<file path="config.mk">
export PLATFORM = sky130hd
export DESIGN_NAME = uart_rx_controller
export DESIGN_NICKNAME = d
export VERILOG_FILES = /design/src/rtl/uart_pkg.sv /design/src/rtl/rx_tick_counter.sv /design/src/rtl/uart_rx_controller.sv
export SDC_FILE = /design/constraint.sdc
export NUM_CORES = 1
export LEC_CHECK = 0
export ABC_CLOCK_PERIOD_IN_PS = 1920
export CORE_ASPECT_RATIO = 0.6
export CORE_MARGIN = 2
export CORE_UTILIZATION = 42
export CTS_CLUSTER_SIZE = 8
export DETAILED_ROUTE_END_ITERATION = 8
export GPL_TIMING_DRIVEN = 0
export PLACE_DENSITY = 0.65
export SLEW_MARGIN = 10
export SYNTH_ARGS = -nofsm -noshare
export SYNTH_HDL_FRONTEND = slang
export SYNTH_SLANG_ARGS = --single-unit
</file>
<file path="constraint.sdc">
create_clock -name clk -period 1.92 [get_ports clk]
set_clock_uncertainty 0.1 [all_clocks]
set_input_delay 0.192 -clock clk [delete_from_list [all_inputs] [get_ports clk]]
set_output_delay 0.192 -clock clk [all_outputs]
set_load 0.01 [all_outputs]
</file>
<file path="src/rtl/uart_pkg.sv">
// Shared types and helpers for the UART receive path.
package uart_pkg;

  typedef enum logic [2:0] {
    IDLE   = 3'd0,
    START  = 3'd1,
    DATA   = 3'd2,
    PARITY = 3'd3,
    STOP   = 3'd4
  } rx_state_t;

  localparam int OVERSAMPLE_DEF = 16;

  // Width of a counter that wraps naturally every os ticks (os is a power of 2).
  function automatic int tick_w(input int os);
    return $clog2(os);
  endfunction

endpackage

</file>
<file path="src/rtl/rx_tick_counter.sv">
// Oversample tick counter: advances on inc, clears on clr, and flags the
// sampling point of the current bit (half a bit into START, end of the bit
// period elsewhere).
module rx_tick_counter import uart_pkg::*; #(
  parameter int OVERSAMPLE = OVERSAMPLE_DEF
) (
  input  logic clk,
  input  logic reset,
  input  logic inc,
  input  logic clr,
  input  logic half,
  output logic mid
);

  localparam int TICK_W = tick_w(OVERSAMPLE);
  localparam logic [TICK_W-1:0] HALF_LAST = TICK_W'(OVERSAMPLE/2 - 1);
  localparam logic [TICK_W-1:0] FULL_LAST = TICK_W'(OVERSAMPLE - 1);

  logic [TICK_W-1:0] tick_cnt;

  // Count oversample ticks; clear has priority so a new state starts at zero.
  always_ff @(posedge clk or posedge reset) begin
    if (reset)    tick_cnt <= '0;
    else if (clr) tick_cnt <= '0;
    else if (inc) tick_cnt <= tick_cnt + 1'b1;
  end

  // Sampling point: half a bit after the start edge, then one full bit apart.
  always_comb begin
    mid = inc && (half ? (tick_cnt == HALF_LAST) : (tick_cnt == FULL_LAST));
  end

endmodule

</file>
<file path="src/rtl/uart_rx_controller.sv">
// UART receive sequencer: start detection, mid-bit sampling from the
// oversample tick, LSB-first assembly, stop check and one-clk result pulses.
// Optional parity frame bit is enabled by defining UART_RX_PARITY_EN.
module uart_rx_controller import uart_pkg::*; #(
  parameter int DATA_BITS  = 8,
  parameter int OVERSAMPLE = OVERSAMPLE_DEF,
  parameter int PARITY_ODD = 0
) (
  input  logic                 clk,
  input  logic                 reset,
  input  logic                 Rx_EN,
  input  logic                 sample_ENABLE,
  input  logic                 RxD,
  output logic [DATA_BITS-1:0] Rx_DATA,
  output logic                 Rx_VALID,
  output logic                 Rx_FERROR,
  output logic                 Rx_PERROR,
  output logic                 Rx_BUSY
);

  localparam int IDX_W = $clog2(DATA_BITS);
  localparam logic [IDX_W-1:0] LAST_IDX = IDX_W'(DATA_BITS - 1);

  rx_state_t            state, state_next;
  logic                 rxd_meta, rxd_s;
  logic                 mid, tick_clr;
  logic [IDX_W-1:0]     bit_idx;
  logic [DATA_BITS-1:0] shift_reg;

  // Two-flop synchroniser for the asynchronous serial line (idles high).
  always_ff @(posedge clk or posedge reset) begin
    if (reset) begin
      rxd_meta <= 1'b1;
      rxd_s    <= 1'b1;
    end else begin
      rxd_meta <= RxD;
      rxd_s    <= rxd_meta;
    end
  end

  // State register.
  always_ff @(posedge clk or posedge reset) begin
    if (reset) state <= IDLE;
    else       state <= state_next;
  end

  // Next-state logic; a low enable overrides everything, including a start.
  always_comb begin
    state_next = state;
    case (state)
      IDLE:  if (sample_ENABLE && !rxd_s) state_next = START;
      START: if (mid) state_next = rxd_s ? IDLE : DATA;
      DATA:  if (mid && bit_idx == LAST_IDX) begin
`ifdef UART_RX_PARITY_EN
        state_next = PARITY;
`else
        state_next = STOP;
`endif
      end
`ifdef UART_RX_PARITY_EN
      PARITY: if (mid) state_next = STOP;
`endif
      STOP:  if (mid) state_next = IDLE;
      default: state_next = IDLE;
    endcase
    if (!Rx_EN) state_next = IDLE;
  end

  // Tick counter restarts on every state change and while disabled.
  always_comb begin
    tick_clr = (state_next != state) || !Rx_EN;
  end

  rx_tick_counter #(
    .OVERSAMPLE (OVERSAMPLE)
  ) u_tick (
    .clk   (clk),
    .reset (reset),
    .inc   (sample_ENABLE),
    .clr   (tick_clr),
    .half  (state == START),
    .mid   (mid)
  );

  // Data bit shifter; holds a partial word only, so it needs no reset.
  always_ff @(posedge clk) begin
    if (Rx_EN && state == DATA && mid) shift_reg[bit_idx] <= rxd_s;
  end

`ifdef UART_RX_PARITY_EN
  logic parity_ok;

  // Parity verdict is taken at the parity bit's mid sample.
  always_ff @(posedge clk or posedge reset) begin
    if (reset)                                parity_ok <= 1'b1;
    else if (Rx_EN && state == PARITY && mid) parity_ok <= ((^shift_reg) ^ rxd_s) == (PARITY_ODD != 0);
  end

  // Bit index, result word and the one-clk result pulses (stop error wins).
  always_ff @(posedge clk or posedge reset) begin
    if (reset) begin
      bit_idx   <= '0;
      Rx_DATA   <= '0;
      Rx_VALID  <= 1'b0;
      Rx_FERROR <= 1'b0;
      Rx_PERROR <= 1'b0;
    end else begin
      Rx_VALID  <= 1'b0;
      Rx_FERROR <= 1'b0;
      Rx_PERROR <= 1'b0;
      if (state != DATA || !Rx_EN) bit_idx <= '0;
      else if (mid)                bit_idx <= bit_idx + 1'b1;
      if (Rx_EN && state == STOP && mid) begin
        Rx_DATA <= shift_reg;
        if (!rxd_s)          Rx_FERROR <= 1'b1;
        else if (!parity_ok) Rx_PERROR <= 1'b1;
        else                 Rx_VALID  <= 1'b1;
      end
    end
  end
`else
  // Bit index, result word and the one-clk result pulses.
  always_ff @(posedge clk or posedge reset) begin
    if (reset) begin
      bit_idx   <= '0;
      Rx_DATA   <= '0;
      Rx_VALID  <= 1'b0;
      Rx_FERROR <= 1'b0;
    end else begin
      Rx_VALID  <= 1'b0;
      Rx_FERROR <= 1'b0;
      if (state != DATA || !Rx_EN) bit_idx <= '0;
      else if (mid)                bit_idx <= bit_idx + 1'b1;
      if (Rx_EN && state == STOP && mid) begin
        Rx_DATA <= shift_reg;
        if (!rxd_s) Rx_FERROR <= 1'b1;
        else        Rx_VALID  <= 1'b1;
      end
    end
  end

  assign Rx_PERROR = 1'b0;
`endif

  assign Rx_BUSY = (state != IDLE);

endmodule

</file>
==> metrics.cfg <==
[worst_setup_path]
crit_path_max_incr_delay_ns = 0.62
critical_path.slowest_cell = or4b_4
path_class = reg -> reg
critPathLaunchType = register
cp.arrival_ns = 1.82
critPathRequiredTime_ns = 1.82
end_kind = register
path_delay_family = simple AND/OR/NAND/NOR gates
critPathMaxFanout = 5
cp_cell_sequence = ha_2 -> nand3_1 -> or4b_4 -> nor2_1
worst-path-buf-inv = 0

[timing]
hold_viol = 0
drv_slew = 0
setup_viol = 2
finalCritPeriodShare_pct = 100
worstMarginPinSlew_ns = 0.862
rsz0062_at_grt = yes
max_clock_freq_ghz = 0.519
fin_ws_ns = -0.00674
finalCriticalPeriod_ns = 1.93
max_slew_margin_pct = 42.5

[layout]
fill_cells = 275
antenna_cells = 0
layout.nets = 150
final_core_util_pct = 55.5
stdcell_count = 188
drive_gt1_share_pct = 26.6
areaGrowthSynthToFinish_pct = 28.1

[drt]
num_vias = 947
drc_errors = 0
post_drt_via_cell_ratio = 5.04
drt-initial-drc-count = 42
drt_pass1_iterations = 4
routed_wl_um = 2730
antenna_left = 0
wire_per_inst_um = 14.5

[pwr]
ir_worst_vdd_mv = 0.397
p_leak_nw = 0.750
power.density_mw_per_mm2 = 766
power.total_w = 0.00136

[die]
die-area_mm2 = 0.00379
initial_core_util_pct = 43.3
die_w_um = 78.2
row_count = 16
die_y_um = 48.5
io_pins = 17
core_mm2 = 0.00320

[yosys]
yosysMostFrequentCell = dfrtp_1
synth.area.top_cells = dfrtp_1 36%, edfxtp_1 17%, mux2_2 6.5%
synth_top_area_share_pct = 36.1
yosys_most_used_dff = dfrtp_1
avgSynthCellArea_um2 = 11.9
yosys-top-cells-count = 20 x dfrtp_1, 14 x nor2_1, 8 x edfxtp_1, 8 x mux2_2, 8 x nand2_1
async_reset_ff_share_pct = 73.3
ys_ff_latch = 30
postSynthCellCount = 117
synth_top_cell_by_area = dfrtp_1
ys_seq_area_share_pct = 57.2
syn_nets = 125
syn-cell-area_mm2 = 0.00139
synth_cell_types = 40
synth_warnings = 0
synth-edff-count = 8

[placed_design]
dp.cells = 176
io_buffers = 14
place_hpwl_um = 1750
routabilityCongestion = 0.770

[global_route]
antenna_found_initial = 0
grt_pass1_wl_um = 4240
grt_pass1_vias = 894
grt_max_degree = 23
grt_usage_pct = 15.3
grt-ovfl-total = 0

[cts]
cts-root-buf = clkbuf_8
clockBufferDepth = 2
postCtsHoldBufs = 0
clk_pin_slew_ns = 0.07
h-tree-depth = 2
cts_sinks = 30
numCtsBuffers = 5
clk_latency_ns = 0.28
tritoncts = done

[min_path]
hp-class = in -> reg

[outcome]
violations = negative setup slack
status = complete, but fails checks

[flow_run]
cap_violations = 0

## worst paths after layout
| kind | from | to | slack [ns] | depth (start not counted) |
|---|---|---|---|---|
| worst max-delay path | u_tick.tick_cnt[1]$_DFFE_PP0P_ | shift_reg[2]$_DFFE_PP_ | -0.007 | 4 |
| worst min-delay path | sample_ENABLE | u_tick.tick_cnt[0]$_DFFE_PP0P_ | 0.22 | 3 |
| worst max register to register | u_tick.tick_cnt[1]$_DFFE_PP0P_ | shift_reg[2]$_DFFE_PP_ | -0.007 | 4 |
| worst min register to register | rxd_meta$_DFF_PP1_ | rxd_s$_DFF_PP1_ | 0.26 | 0 |
| max in group asynchronous | reset | bit_idx[2]$_DFFE_PP0P_ | 0.89 | 2 |
| min in group asynchronous | reset | Rx_DATA[1]$_DFFE_PP0P_ | 0.30 | 2 |
## stage by stage
stage / area, um2 / setup WS [ns] / hold WS [ns] / setup TNS (ns)
floorplan: 1390 / 0.0704 / 0.0797 / 0
global placement: 1580 / -0.293 / 0.246 / -1.13
detailed placement: 1580 / -0.318 / 0.247 / -1.37
CTS: 1720 / 0.00543 / 0.211 / 0
global route: 1780 / -0.0637 / 0.209 / -0.178
finish: 1780 / -0.00674 / 0.217 / -0.0125
## cell type report
class | count | area [um2] | share of cell area, %
sequential | 30 | 793 | 44.6
multi-input combinational | 76 | 578 | 32.5
timing repair buffer | 19 | 176 | 9.92
clock buffer | 5 | 68.8 | 3.87
tap | 45 | 56.3 | 3.17
buffer | 5 | 46.3 | 2.60
clock inverter | 3 | 40.0 | 2.25
inverter | 5 | 18.8 | 1.06
## report_power, final
part	total [W]	leakage, nW	switching [W]	internal [W]
logic	0.0000644	0.322	0.0000363	0.0000281
clock network	0.000624	0.0579	0.000243	0.000381
registers	0.000673	0.370	0.00000853	0.000665
total	0.00136	0.750	0.000288	0.00107
## metal layers
layer / vias to the layer above / track usage [%] / wire length, um / share of wire [%]
met2: 29 / 22.4 / 1240 / 45
met1: 457 / 19.0 / 1260 / 46
met3: 9 / 5.60 / 160 / 5.9
li1: 452 / - / - / -
met5: - / 0 / 0 / 0
met4: 0 / 10.2 / 74 / 2.7
## repair_timing
action / in CTS / in global routing
gates resized for setup: 5 / 7
cloned: 0 / 0
endpoints found under the setup margin: 6 / 15
pin swaps: 2 / 1
setup buffers: 1 / 4
## worst reg2reg max path, delay by kind of cell (launching register included)
| family | cells | cell delay, ns |
|---|---|---|
| simple gates | 3 | 0.93 |
| fa+ha+maj | 1 | 0.23 |
| flops | 1 | 0.39 |
## cells in the final DEF (no fill, tap or decap), drive strengths merged, types with 2 or more instances in the layout
cell type      Yosys  layout
dfrtp             20      20
nor2              14      14
clkdlybuf4s50      0      13
buf                5      10
nand2              8       8
mux2               8       8
edfxtp             8       8
inv                5       5
clkbuf             1       5
nand2b             4       4
mux2i              3       3
nor2b              3       3
a21oi              3       3
nand3              3       3
nor3               3       3
nor3b              3       3
ha                 3       3
xnor2              2       2
o21ai              2       2
xor2               2       2
clkinv             0       2
dfstp              2       2
## kinds of logic (layout without fill, tap and decap cells)
| group | Yosys count | after routing | share of synthesized area, % |
|---|---|---|---|
| AO/OA/AOI/OAI | 12 | 12 | 5.77 |
| multiplexers | 11 | 11 | 8.66 |
| other | 1 | 1 | 0.270 |
| adder cells (fa/ha/maj) | 3 | 3 | 2.71 |
| buffers and inverters | 11 | 37 | 4.42 |
| flip-flops | 30 | 30 | 57.2 |
| XOR/XNOR | 4 | 4 | 2.53 |
| AND/OR/NAND/NOR | 45 | 45 | 18.5 |
(Power assumes the default switching activity.)
